**config.mk**
```make
export PLATFORM = sky130hd
export DESIGN_NAME = radix2_product_divider
export DESIGN_NICKNAME = d
export VERILOG_FILES = /design/src/rtl/radix2_product_divider.sv
export SDC_FILE = /design/constraint.sdc
export NUM_CORES = 1
export LEC_CHECK = 0
export ABC_AREA = 1
export CAP_MARGIN = 10
export CORE_AREA = 5 5 100 111
export CTS_CLUSTER_DIAMETER = 150
export DETAILED_ROUTE_END_ITERATION = 10
export DIE_AREA = 0 0 105 116
export PLACE_DENSITY_LB_ADDON = 0.15
export REMOVE_ABC_BUFFERS = 1
export SLEW_MARGIN = 10
export SYNTH_ARGS = -nofsm -noshare
export SYNTH_HDL_FRONTEND = slang
export SYNTH_SLANG_ARGS = --single-unit
```
**constraint.sdc**
```tcl
create_clock -name clk -period 2.4 [get_ports clk]
set_input_delay 0.48 -clock clk [delete_from_list [all_inputs] [get_ports clk]]
set_output_delay 0.48 -clock clk [all_outputs]
set_load 0.01 [all_outputs]
```
**src/rtl/radix2_product_divider.sv**
```systemverilog
// radix2_product_divider
// Restoring radix-2 signed divider: recovers an N-bit quotient and remainder
// from a 2N-bit signed dividend (typically a multiplier product) and an N-bit
// signed divisor. The sequencer always runs 2N shift/subtract iterations and
// then one fix-up cycle, so latency does not depend on the operand values.
module radix2_product_divider #(
    parameter int N = 8
) (
    input  logic           clk,
    input  logic           rst,
    input  logic           start,
    input  logic [2*N-1:0] dividend,
    input  logic [N-1:0]   divisor,
    output logic [N-1:0]   quotient,
    output logic [N-1:0]   remainder,
    output logic           busy,
    output logic           done,
    output logic           div_by_zero,
    output logic           overflow
);

    localparam int CW = $clog2(2 * N);
    localparam logic [CW-1:0]  CNT_ONE  = CW'(1);
    localparam logic [CW-1:0]  CNT_LAST = CW'(2 * N - 1);
    localparam logic [N-1:0]   ONE_N    = N'(1);
    localparam logic [2*N-1:0] ONE_2N   = (2 * N)'(1);
    // Largest positive quotient magnitude, and largest negative one.
    localparam logic [2*N-1:0] QPOS = {{(N + 1){1'b0}}, {(N - 1){1'b1}}};
    localparam logic [2*N-1:0] QNEG = {{N{1'b0}}, 1'b1, {(N - 1){1'b0}}};

    typedef enum logic [1:0] {
        S_IDLE = 2'd0,
        S_DIV  = 2'd1,
        S_FIX  = 2'd2
    } state_t;

    state_t          r_state;
    state_t          w_next;

    logic [2*N-1:0]  r_dvd;      // magnitude dividend; quotient bits shift in at LSB
    logic [N-1:0]    r_dvs;      // magnitude divisor
    logic [N-1:0]    r_prem;     // partial remainder (always < |divisor|)
    logic [CW-1:0]   r_cnt;
    logic            r_sign_q;
    logic            r_sign_r;
    logic            r_zero;

    logic [N-1:0]    r_quotient;
    logic [N-1:0]    r_remainder;
    logic            r_busy;
    logic            r_done;
    logic            r_dbz;
    logic            r_ovf;

    logic [N:0]      w_shift;
    logic            w_ge;
    logic [N-1:0]    w_sub;
    logic            w_ovf;

    // Magnitude of a 2N-bit two's-complement value; -2^(2N-1) maps to 2^(2N-1).
    function automatic logic [2*N-1:0] f_mag_dvd(input logic [2*N-1:0] x);
        return x[2*N-1] ? (~x + ONE_2N) : x;
    endfunction

    // Magnitude of an N-bit two's-complement value.
    function automatic logic [N-1:0] f_mag_dvs(input logic [N-1:0] x);
        return x[N-1] ? (~x + ONE_N) : x;
    endfunction

    // Re-apply a sign to an N-bit magnitude.
    function automatic logic [N-1:0] f_apply_sign(input logic [N-1:0] m, input logic neg);
        return neg ? (~m + ONE_N) : m;
    endfunction

    // The partial remainder before the shift is below |divisor| <= 2^(N-1),
    // so the shifted value needs N+1 bits but a successful difference fits in N.
    assign w_shift = {r_prem, r_dvd[2*N-1]};
    assign w_ge    = (w_shift >= {1'b0, r_dvs});
    assign w_sub   = w_shift[N-1:0] - r_dvs;
    assign w_ovf   = r_sign_q ? (r_dvd > QNEG) : (r_dvd > QPOS);

    assign quotient    = r_quotient;
    assign remainder   = r_remainder;
    assign busy        = r_busy;
    assign done        = r_done;
    assign div_by_zero = r_dbz;
    assign overflow    = r_ovf;

    // State register.
    always_ff @(posedge clk or negedge rst) begin
        if (!rst) begin
            r_state <= S_IDLE;
        end else begin
            r_state <= w_next;
        end
    end

    // Next-state logic: accept in IDLE, 2N iterations in DIV, one FIX cycle.
    always_comb begin
        w_next = r_state;
        case (r_state)
            S_IDLE:  if (start) w_next = S_DIV;
            S_DIV:   if (r_cnt == CNT_LAST) w_next = S_FIX;
            S_FIX:   w_next = S_IDLE;
            default: w_next = S_IDLE;
        endcase
    end

    // Operand capture, shift/subtract iterations and result registration.
    always_ff @(posedge clk or negedge rst) begin
        if (!rst) begin
            r_dvd       <= '0;
            r_dvs       <= '0;
            r_prem      <= '0;
            r_cnt       <= '0;
            r_sign_q    <= 1'b0;
            r_sign_r    <= 1'b0;
            r_zero      <= 1'b0;
            r_quotient  <= '0;
            r_remainder <= '0;
            r_busy      <= 1'b0;
            r_done      <= 1'b0;
            r_dbz       <= 1'b0;
            r_ovf       <= 1'b0;
        end else begin
            r_done <= 1'b0;
            case (r_state)
                S_IDLE: begin
                    if (start) begin
                        r_dvd    <= f_mag_dvd(dividend);
                        r_dvs    <= f_mag_dvs(divisor);
                        r_sign_q <= dividend[2*N-1] ^ divisor[N-1];
                        r_sign_r <= dividend[2*N-1];
                        r_zero   <= (divisor == '0);
                        r_prem   <= '0;
                        r_cnt    <= '0;
                        r_busy   <= 1'b1;
                    end
                end
                S_DIV: begin
                    r_prem <= w_ge ? w_sub : w_shift[N-1:0];
                    r_dvd  <= {r_dvd[2*N-2:0], w_ge};
                    r_cnt  <= r_cnt + CNT_ONE;
                end
                S_FIX: begin
                    r_done <= 1'b1;
                    r_busy <= 1'b0;
                    if (r_zero) begin
                        r_quotient  <= '0;
                        r_remainder <= '0;
                        r_dbz       <= 1'b1;
                        r_ovf       <= 1'b0;
                    end else if (w_ovf) begin
                        r_quotient  <= '0;
                        r_remainder <= '0;
                        r_dbz       <= 1'b0;
                        r_ovf       <= 1'b1;
                    end else begin
                        r_quotient  <= f_apply_sign(r_dvd[N-1:0], r_sign_q);
                        r_remainder <= f_apply_sign(r_prem, r_sign_r);
                        r_dbz       <= 1'b0;
                        r_ovf       <= 1'b0;
                    end
                end
                default: ;
            endcase
        end
    end

endmodule

```
==> reports/metrics.csv <==
stage,metric,value,unit
sta,Max-slew headroom,65.1,%
power_and_ir_drop,total power,0.00597,W
clock_network,clk_lat worst skew,0.34,ns
worst_setup_path,Reg-to-Reg End,r_prem[4],
hold_path,Hold Crit Class,input port to asynchronous set/reset pin,
clock_network,postcts setup bufs,0,
clock_network,CTS tree,built,
final_layout,number of fill cells,1007,
yosys,"FF+latch count, synth",61,
sta,Clock Skew,0.0129,ns
yosys,Post-Syn Instances,497,
sta,Slew @ Worst Pin,0.523,ns
yosys,Post-synth EDFFs,0,
floorplan,core area,9790,sq um
worst_setup_path,"setup slack, reg-to-reg",0.47,ns
yosys,sequential fraction of the synthesis area,40.1,%
worst_setup_path,WP buf/inv,2,
sta,Tmin final,1.93,ns
drt,vias per cell,5.01,
placement,port buffer count,46,
floorplan,Initial Utilization,38.9,%
placement,Placement Cell Area,4380,sq um
placement,HPWL after DPL,7010,microns
global_route,vias in the first global route,3263,
final_layout,fraction of layout cells with a size suffix above 1,7.82,%
power_and_ir_drop,VDD IR max,481,uV
drt,DR WL/cell,13.8,microns
yosys,"Async S/R FF share, synth",100,%
yosys,synth warn,0,
floorplan,DIE WIDTH,105,microns
worst_setup_path,critical path cell sequence,"inv_1, ha_1, inv_1, fa_1, a21oi_1, xor2_1, nand2_1, nand3_1, nand2_1",
placement,routability cong.,0.808,
job,Max Cap Violations,0,
worst_setup_path,CP endpoint kind,flop,
clock_network,Root Driver,clkbuf_8,
drt,Via Count,3357,
final_layout,area grow syn2layout,21.8,%
drt,WL final,9220,microns
sta,Peak Freq,518,MHz
clock_network,number of hold buffers added after CTS,0,
clock_network,Clock transition at path regs,0.08,ns
final_layout,final instance area,4640,sq um
drt,Remaining DRCs,0,
sta,Final setup viols,0,
worst_setup_path,CP required,2.62,ns
clock_network,Inserted Clock Buffers,9,
clock_network,H-tree depth,3,
worst_setup_path,startpoint types,flop,
floorplan,Site Rows,38,
global_route,Tot GR Track Use,15.9,%
worst_setup_path,"CP delay by family, top",adder cells,
worst_setup_path,CP peak stage delay,0.44,ns
global_route,pin count of the biggest net entering global routing,42,
yosys,synthesized area,3810,sq um
worst_setup_path,CP arrival,2.15,ns
worst_setup_path,CP max FO,4,
floorplan,Die H,116,microns
power_and_ir_drop,Pwr Density,1290,nW/um^2
yosys,synthesized area per cell,7.66,sq um
power_and_ir_drop,Leak,2.25,nW
worst_setup_path,crit path kind,flop to flop,
final_layout,Ant. Diodes,0,
sta,setup_tns,0,ns
final_layout,Util after Layout,47.4,%
global_route,first-pass GRT wire length,15600,microns
run_status,status,completed,
yosys,synth unique cells,44,
worst_setup_path,FF-to-FF path depth,9,
global_route,GRT overflow,0,
floorplan,die area,12200,sq um
yosys,predominant post-synthesis flop cell,dfrtp_1,
clock_network,CTS Buffer Depth,2,
sta,RSZ-0062 raised after global routing,false,
drt,Initial DRT Pass Iterations,4,
sta,fin crit share,80.4,%
clock_network,clk sinks,61,
global_route,initial antenna violation count,0,
worst_setup_path,CP max stage cell,fa_1,
worst_setup_path,Crit Reg-Reg Startpoint,r_dvd[15],
clock_network,Post-CTS Resized,0,
drt,Iter 0 DRT Violations,129,
floorplan,IO Pins,47,
final_layout,"Net count, final",586,
sta,final hold vios,0,
sta,max-slew violations,0,
drt,final antenna-violating net count,0,
final cells by class:
| class | count | area, sq um | share of cell area, % |
|---|---|---|---|
| multi-input cells | 361 | 1980 | 42.6 |
| clock inverters | 5 | 106 | 2.29 |
| repair buffers | 49 | 490 | 10.6 |
| well taps | 120 | 150 | 3.24 |
| clock buffers | 11 | 151 | 3.26 |
| flip-flops and latches | 61 | 1530 | 32.9 |
| inverters | 63 | 240 | 5.18 |
state kept, by name (all words and copies together) (netlist names):
name         cells
busy             1
div_by_zero      1
done             1
overflow         1
quotient         8
r_cnt            4
r_dvd           16
r_dvs            8
r_prem           8
r_sign_q         1
r_sign_r         1
r_state          2
r_zero           1
remainder        8
metal layers:
| layer | track usage [%] | vias to the layer above | routed length, microns |
|---|---|---|---|
| li1 | - | 1718 | - |
| met1 | 20.6 | 1567 | 4200 |
| met2 | 26.6 | 64 | 4500 |
| met3 | 3.79 | 8 | 428 |
| met4 | 4.43 | 0 | 93 |
| met5 | 0 | - | 0 |
placed cells by master, fill, tap and decap left out, types with 2 or more instances in the layout:
master	count
ha_1	13
nand3_1	41
o211ai_1	2
nand3_4	3
nor2_2	3
dfrtp_1	61
clkbuf_8	11
o221ai_1	3
bufinv_16	3
nand4_1	5
o21ai_0	30
o21ai_1	7
a21oi_1	9
nand2_1	149
nor3_1	2
xor2_1	19
xnor2_1	6
inv_2	3
a22oi_1	12
clkdlybuf4s50_1	45
nand3_2	3
buf_4	2
o22ai_1	2
inv_1	58
nor2_1	34
a31oi_1	3
how the worst max path moves through the flow:
| stage | depth (start not counted) | startpoint | end |
|---|---|---|---|
| CTS | 9 | r_dvd[15] | r_prem[4] |
| floorplan | 9 | r_dvd[15] | r_prem[4] |
| detailed placement | 8 | dividend[0] | r_dvd[12] |
| finish | 9 | r_dvd[15] | r_prem[4] |
| global placement | 8 | dividend[0] | r_dvd[12] |
| global route | 9 | r_dvd[15] | r_prem[4] |
kinds of logic after synthesis:
logic type,count (synthesis),synth area share (%)
flip-flops,61,40.1
AO/OA/AOI/OAI,73,11.4
AND/OR/NAND/NOR,249,29.9
adder cells (fa/ha/maj),14,4.80
buffers and inverters,75,8.05
XOR/XNOR,25,5.75
power by group:
group | internal (W) | switching [W] | total (W)
logic | 0.00120 | 0.00178 | 0.00298
clock network | 0.000749 | 0.000429 | 0.00118
registers | 0.00143 | 0.000372 | 0.00181
per-stage QoR:
| step | hold WS, ns | instances | setup slack (ns) |
|---|---|---|---|
| CTS | 0.107 | 670 | 0.466 |
| finish | 0.105 | 670 | 0.471 |
| global route | 0.128 | 670 | 0.333 |
| detailed placement | 0.465 | 654 | 0.375 |
| global placement | 0.456 | 654 | 0.384 |
| floorplan | 0.184 | 485 | 0.732 |
cells in the mapped netlist, types with 3 or more instances:
cell	count	area, sq um
nand2_1	149	559
dfrtp_1	61	1530
inv_1	58	218
nand3_1	41	205
nor2_1	34	128
o21ai_0	30	150
xor2_1	19	166
ha_1	13	163
a22oi_1	12	90.1
a21oi_1	9	45.0
o21ai_1	7	35.0
xnor2_1	6	52.6
buf_2	5	25.0
nand4_1	5	31.3
a31oi_1	3	18.8
clkbuf_1	3	11.3
inv_2	3	11.3
nand3_2	3	30.0
nand3_4	3	52.6
nor2_2	3	18.8
o221ai_1	3	26.3
worst register-to-register path, cell delays in order (launching register included):
cell and delay, ns:
dfrtp_1 0.36, inv_1 0.14, ha_1 0.17, inv_1 0.08, fa_1 0.44, a21oi_1 0.20
xor2_1 0.23, nand2_1 0.08, nand3_1 0.07, nand2_1 0.06
(Power assumes the default switching activity.)
